**config.mk**
```make
export PLATFORM = sky130hd
export DESIGN_NAME = mem_fill_arbiter
export DESIGN_NICKNAME = d
export VERILOG_FILES = /design/src/rtl/mem_fill_arbiter.sv
export SDC_FILE = /design/constraint.sdc
export NUM_CORES = 1
export LEC_CHECK = 0
export CELL_PAD_IN_SITES_DETAIL_PLACEMENT = 2
export CELL_PAD_IN_SITES_GLOBAL_PLACEMENT = 2
export CORE_MARGIN = 1.5
export CORE_UTILIZATION = 20
export DETAILED_ROUTE_END_ITERATION = 8
export PLACE_DENSITY = 0.9
export SLEW_MARGIN = 20
export SYNTH_ARGS = -nofsm -noshare
export SYNTH_HDL_FRONTEND = slang
export SYNTH_SLANG_ARGS = --single-unit
export TNS_END_PERCENT = 10
```
**constraint.sdc**
```tcl
create_clock -name clk -period 1.9 [get_ports clk]
set_input_delay 0.38 -clock clk [delete_from_list [all_inputs] [get_ports clk]]
set_output_delay 0.38 -clock clk [all_outputs]
set_load 0.05 [all_outputs]
```
**src/rtl/mem_fill_arbiter.sv**
```systemverilog
// Shares one multi-cycle memory port between store write-through (highest), D-miss and I-miss fills.
// Fill: reads issued N+1..N+8, done pulse after the last returned word; busy freezes the pipeline meanwhile.
module mem_fill_arbiter #(
    parameter int ADDR_W      = 16,
    parameter int DATA_W      = 16,
    parameter int BLOCK_WORDS = 8,
    parameter int MEM_LATENCY = 4
) (
    input  logic                           clk,
    input  logic                           rst_n,
    input  logic                           i_miss_req,
    input  logic [ADDR_W-1:0]              i_miss_addr,
    input  logic                           d_miss_req,
    input  logic [ADDR_W-1:0]              d_miss_addr,
    input  logic                           st_req,
    input  logic [ADDR_W-1:0]              st_addr,
    input  logic [DATA_W-1:0]              st_data,
    output logic                           mem_en,
    output logic                           mem_wr,
    output logic [ADDR_W-1:0]              mem_addr,
    output logic [DATA_W-1:0]              mem_wdata,
    input  logic [DATA_W-1:0]              mem_rdata,
    input  logic                           mem_rvalid,
    output logic [DATA_W-1:0]              fill_data,
    output logic [$clog2(BLOCK_WORDS)-1:0] fill_word,
    output logic                           fill_we_i,
    output logic                           fill_we_d,
    output logic                           i_fill_done,
    output logic                           d_fill_done,
    output logic                           st_ack,
    output logic                           busy
);

    localparam int                 IDX_W     = $clog2(BLOCK_WORDS);
    localparam logic [IDX_W-1:0]   LAST_IDX  = IDX_W'(BLOCK_WORDS - 1);
    localparam logic [ADDR_W-1:0]  BASE_MASK = ~ADDR_W'(2 * BLOCK_WORDS - 1);

    // Memory latency is not counted here; completion is tracked purely by mem_rvalid.
    if (BLOCK_WORDS < 2 || (BLOCK_WORDS & (BLOCK_WORDS - 1)) != 0 || MEM_LATENCY < 1) begin : g_param_check
        $error("mem_fill_arbiter: BLOCK_WORDS must be a power of 2 >= 2 and MEM_LATENCY >= 1");
    end

    typedef enum logic [2:0] {
        IDLE,
        STORE,
        FILL,
        DRAIN,
        DONE
    } state_t;

    state_t             state;
    state_t             state_nxt;
    logic [IDX_W-1:0]   issue_cnt;
    logic [IDX_W-1:0]   issue_nxt;
    logic [IDX_W-1:0]   recv_cnt;
    logic [IDX_W-1:0]   recv_nxt;
    logic               side_d;
    logic               side_d_nxt;
    logic [ADDR_W-1:0]  base;
    logic [ADDR_W-1:0]  base_nxt;
    logic               en_nxt;
    logic               wr_nxt;
    logic [ADDR_W-1:0]  addr_nxt;
    logic [DATA_W-1:0]  wdata_nxt;
    logic               rx;
    logic               rx_last;

    // Returns outside an active fill (idle, store, or stale after a reset) are dropped.
    assign rx      = mem_rvalid && (state == FILL || state == DRAIN);
    assign rx_last = rx && (recv_cnt == LAST_IDX);

    always_comb begin
        state_nxt  = state;
        issue_nxt  = issue_cnt;
        recv_nxt   = recv_cnt;
        side_d_nxt = side_d;
        base_nxt   = base;
        en_nxt     = 1'b0;
        wr_nxt     = 1'b0;
        addr_nxt   = mem_addr;
        wdata_nxt  = mem_wdata;

        // Counter wraps to 0 on the last word because the block size is a power of 2.
        if (rx) begin
            recv_nxt = recv_cnt + IDX_W'(1);
        end

        unique case (state)
            IDLE: begin
                if (st_req) begin
                    state_nxt = STORE;
                    en_nxt    = 1'b1;
                    wr_nxt    = 1'b1;
                    addr_nxt  = st_addr;
                    wdata_nxt = st_data;
                end else if (d_miss_req || i_miss_req) begin
                    side_d_nxt = d_miss_req;
                    base_nxt   = (d_miss_req ? d_miss_addr : i_miss_addr) & BASE_MASK;
                    issue_nxt  = '0;
                    state_nxt  = FILL;
                    en_nxt     = 1'b1;
                    addr_nxt   = base_nxt;
                end
            end
            STORE: begin
                state_nxt = IDLE;
            end
            FILL: begin
                if (rx_last) begin
                    state_nxt = DONE;
                    issue_nxt = '0;
                end else if (issue_cnt == LAST_IDX) begin
                    state_nxt = DRAIN;
                    issue_nxt = '0;
                end else begin
                    issue_nxt = issue_cnt + IDX_W'(1);
                    en_nxt    = 1'b1;
                    addr_nxt  = base + ADDR_W'({issue_nxt, 1'b0});
                end
            end
            DRAIN: begin
                if (rx_last) begin
                    state_nxt = DONE;
                end
            end
            DONE: begin
                state_nxt = IDLE;
            end
            default: begin
                state_nxt = IDLE;
            end
        endcase
    end

    always_ff @(posedge clk) begin
        if (!rst_n) begin
            state     <= IDLE;
            issue_cnt <= '0;
            recv_cnt  <= '0;
            side_d    <= 1'b0;
            base      <= '0;
            mem_en    <= 1'b0;
            mem_wr    <= 1'b0;
            mem_addr  <= '0;
            mem_wdata <= '0;
        end else begin
            state     <= state_nxt;
            issue_cnt <= issue_nxt;
            recv_cnt  <= recv_nxt;
            side_d    <= side_d_nxt;
            base      <= base_nxt;
            mem_en    <= en_nxt;
            mem_wr    <= wr_nxt;
            mem_addr  <= addr_nxt;
            mem_wdata <= wdata_nxt;
        end
    end

    assign fill_data   = mem_rdata;
    assign fill_word   = recv_cnt;
    assign fill_we_i   = rx && !side_d;
    assign fill_we_d   = rx && side_d;
    assign i_fill_done = (state == DONE) && !side_d;
    assign d_fill_done = (state == DONE) && side_d;
    assign st_ack      = (state == STORE);
    assign busy        = (state != IDLE);

endmodule
```
==> metrics.cfg <==
[power_and_ir_drop]
pwr-share-comb=0.468
peakVddDrop_mv=0.3371
power.density_nw_per_um2=1060
power.leakage_nw=1.656
clkPwrFrac=0.201
switching_share=0.3992
p_sw_mw=1.793
p_int_mw=2.698
seqPwrFrac=0.331

[critical_path]
crit_end=mem_addr[5]$_SDFFE_PN0P_
cp_top_family=buffers and inverters
critical_path_depth=8
worstPathArrival_ns=2.02
worstPathRequired_ns=2.07
path_buf_inv=4
critical_path.max_fanout=11
setup.worst_path.end_class=flop
reg2regPathDepth=8
r2r-end=mem_addr[5]$_SDFFE_PN0P_
worstSetupPathType=in2reg
worstPathCellList=clkdlybuf4s50_1 -> nor3_1 -> buf_4 -> o32ai_4 -> buf_12 -> buf_12 -> o21ai_0 -> a31oi_1
crit_start=st_req
timing.reg2reg.setup_slack_ns=0.09
cp_common_cell=buf_12
critical-path-slowest-cell=clkdlybuf4s50_1
r2r_start=fill_word[0]$_SDFFE_PN0N_
cp_slowest_stage_delay_ns=0.52
cp-start-kind=input port

[floorplanning]
die_w_um=118.3
floorplan.initialDensity=0.2081
io_pins=145
fp.dieH_um=118.3
core_um2=12770
design.die.area_um2=13990
num_rows=41

[yosys]
syn_area_per_cell_um2=7.886
ys_top_cells_by_count=nand2_1 (77), dfxtp_1 (56), a21oi_1 (43), o21ai_0 (26), buf_4 (20)
synth_nets=427
netlist.area_leader.share=0.4218
synth.area.top_cells=dfxtp_1 (42%), nand2_1 (11%), a21oi_1 (8.1%), buf_4 (5.6%), mux2_2 (5.1%)
ys_ff_latch=56
synth_cells=337
ys.flop_type=dfxtp_1
ys_warn_count=0
ys_types=37
syn_area_um2=2658
yosysSeqAreaShare=0.4218
synth_top_area_cell=dfxtp_1
ys_async_sr_fraction=0
yosysMostFrequentCell=nand2_1
synth_edf_count=0

[clocking]
clockRootBuffer=clkbuf_16
cts_buffer_depth=2
path_clk_slew_ns=0.08
cts.sink_count=56
tritoncts=yes
htreeDepth=2
cts_made_buffers=5
clkLatencyLatePin_ns=0.29

[sta]
clock.fmax_mhz=539.9
worst_pin_slew_ns=0.5296
period_minus_slack_ns=1.852
setup_tns_ns=0
hold_violations=0
slew_viol_final=0
fin_crit_sh=0.9748
hold_ws_ns=0.4595
skew_ns=0.008329
setup_ws_ns=0.04784
slew_headroom=0.6458
setup_viol=0

[drt]
drt-total-wl_mm=10.46
first_iter_violations=67
dr_total_vias=2812
drc=0
ant_nets=0
wl_per_cell_um=16.98
drt-pass1-iter-count=4
viasPerCell=4.565

[placed_design]
dpl.hpwl_mm=7.891
pre_cts_ws_ns=-0.2490
gp_congestion=0.7572
placed_cell_area_um2=4033
io_buffers=104

[global_routing]
grt_max_degree=44
grt_pass1_vias=3165
track_usage=0.1459
grt_pass1_wl_mm=16.33
grt_overflow=0
grt_antenna_before_repair=0

[final_layout]
ff_latch_area_um2=1122
multi_input_area_um2=1277
fillers=1442
antennaDiodeCount=0
nets=534
area.growth.synth_to_final_pct=59.42
drive_above_1_share=0.1757
final_area_um2=4237

[hold_path]
min_path_type=reg2reg
hold_depth=2

[flow_run]
drv_cap=0

[outcome]
status=finished clean

==> worst min path at each step <==
stage                                    start  slack, ns                    endpoint
floorplan                base[10]$_SDFFE_PN0P_       0.44       base[10]$_SDFFE_PN0P_
global placement          base[4]$_SDFFE_PN0P_       0.44        base[4]$_SDFFE_PN0P_
detailed placement  mem_wdata[11]$_SDFFE_PN0P_       0.45  mem_wdata[11]$_SDFFE_PN0P_
CTS                 mem_wdata[11]$_SDFFE_PN0P_       0.47  mem_wdata[11]$_SDFFE_PN0P_
global route              base[7]$_SDFFE_PN0P_       0.49        base[7]$_SDFFE_PN0P_
finish              mem_wdata[11]$_SDFFE_PN0P_       0.46  mem_wdata[11]$_SDFFE_PN0P_
==> power groups by stage <==
stage / clock network, mW / registers, mW / logic [mW]
CTS: 0.940 / 1.49 / 2.03
global placement: 0 / 1.49 / 1.93
floorplan: 0 / 1.97 / 0.760
detailed placement: 0 / 1.51 / 2.02
global route: 0.985 / 1.51 / 2.25
finish: 0.904 / 1.49 / 2.10
==> cell type report <==
cell class,count,share of cell area
clock inverters,2,0.002953
multi-input cells,228,0.3015
clock buffers,5,0.02953
well taps,172,0.05080
repair buffers,139,0.3379
inverters,14,0.01240
flip-flops and latches,56,0.2649
==> cells in the final DEF, fill, tap and decap left out, drive strengths merged, types with 3 or more instances in the layout <==
cell type and instances:
inv 13, nand3 4, a21oi 43, clkdlybuf4s50 89
mux2 12, nor2 16, dfxtp 56, ha 4
a32oi 3, clkbuf 6, nand2 77, o21ai 28
buf 47, a31oi 14, and3 3, nor3 4
==> worst register-to-register path, stage by stage (launching register included) <==
cell and delay, ns:
dfxtp_2 0.33, ha_1 0.20, ha_2 0.18, and2_4 0.17
o32ai_4 0.28, buf_12 0.16, buf_12 0.13, o21ai_0 0.11
a31oi_1 0.18
==> metal layers <==
layer | global-route usage | part of all wire | wire length, um
met5 | 0 | 0 | 0
met4 | 0.04726 | 0.011 | 117
met3 | 0.02413 | 0.034 | 360
met2 | 0.2820 | 0.55 | 5724
met1 | 0.1597 | 0.41 | 4255
==> state kept, by name (all words and copies together), names as in the netlist <==
register / count
side_d: 1
issue_cnt: 3
mem_wdata: 16
fill_word: 3
base: 12
mem_en: 1
state: 3
mem_wr: 1
mem_addr: 16
==> what timing repair did <==
item                       4_1_cts  5_1_grt
resized for setup                0        7
setup endpoints to repair        1       27
pin swaps                        1        3
gates cloned                     0        1
setup buffers                    0        1
hold buffers                     0        0
==> cells by family (layout without fill, tap and decap cells) <==
group	Yosys count	in the layout	share of synthesized area
and+or+nand+nor	115	115	0.1864
AOI/OAI and AO/OA	95	95	0.2072
DFF	56	56	0.4218
buffers and inverters	53	160	0.1078
muxes	13	13	0.05461
adders and majority gates	4	4	0.01883
xor gates and xnor gates	1	1	0.003296
==> per-stage QoR <==
| step | cells | power, mW | utilization |
|---|---|---|---|
| floorplan | 337 | 2.729 | - |
| global placement | 607 | 3.426 | 0.3157 |
| detailed placement | 607 | 3.535 | 0.3157 |
| CTS | 614 | 4.461 | 0.3265 |
| global route | 616 | 4.745 | 0.3317 |
| finish | 616 | 4.491 | 0.3317 |
Power figures use the tool's default switching activity.
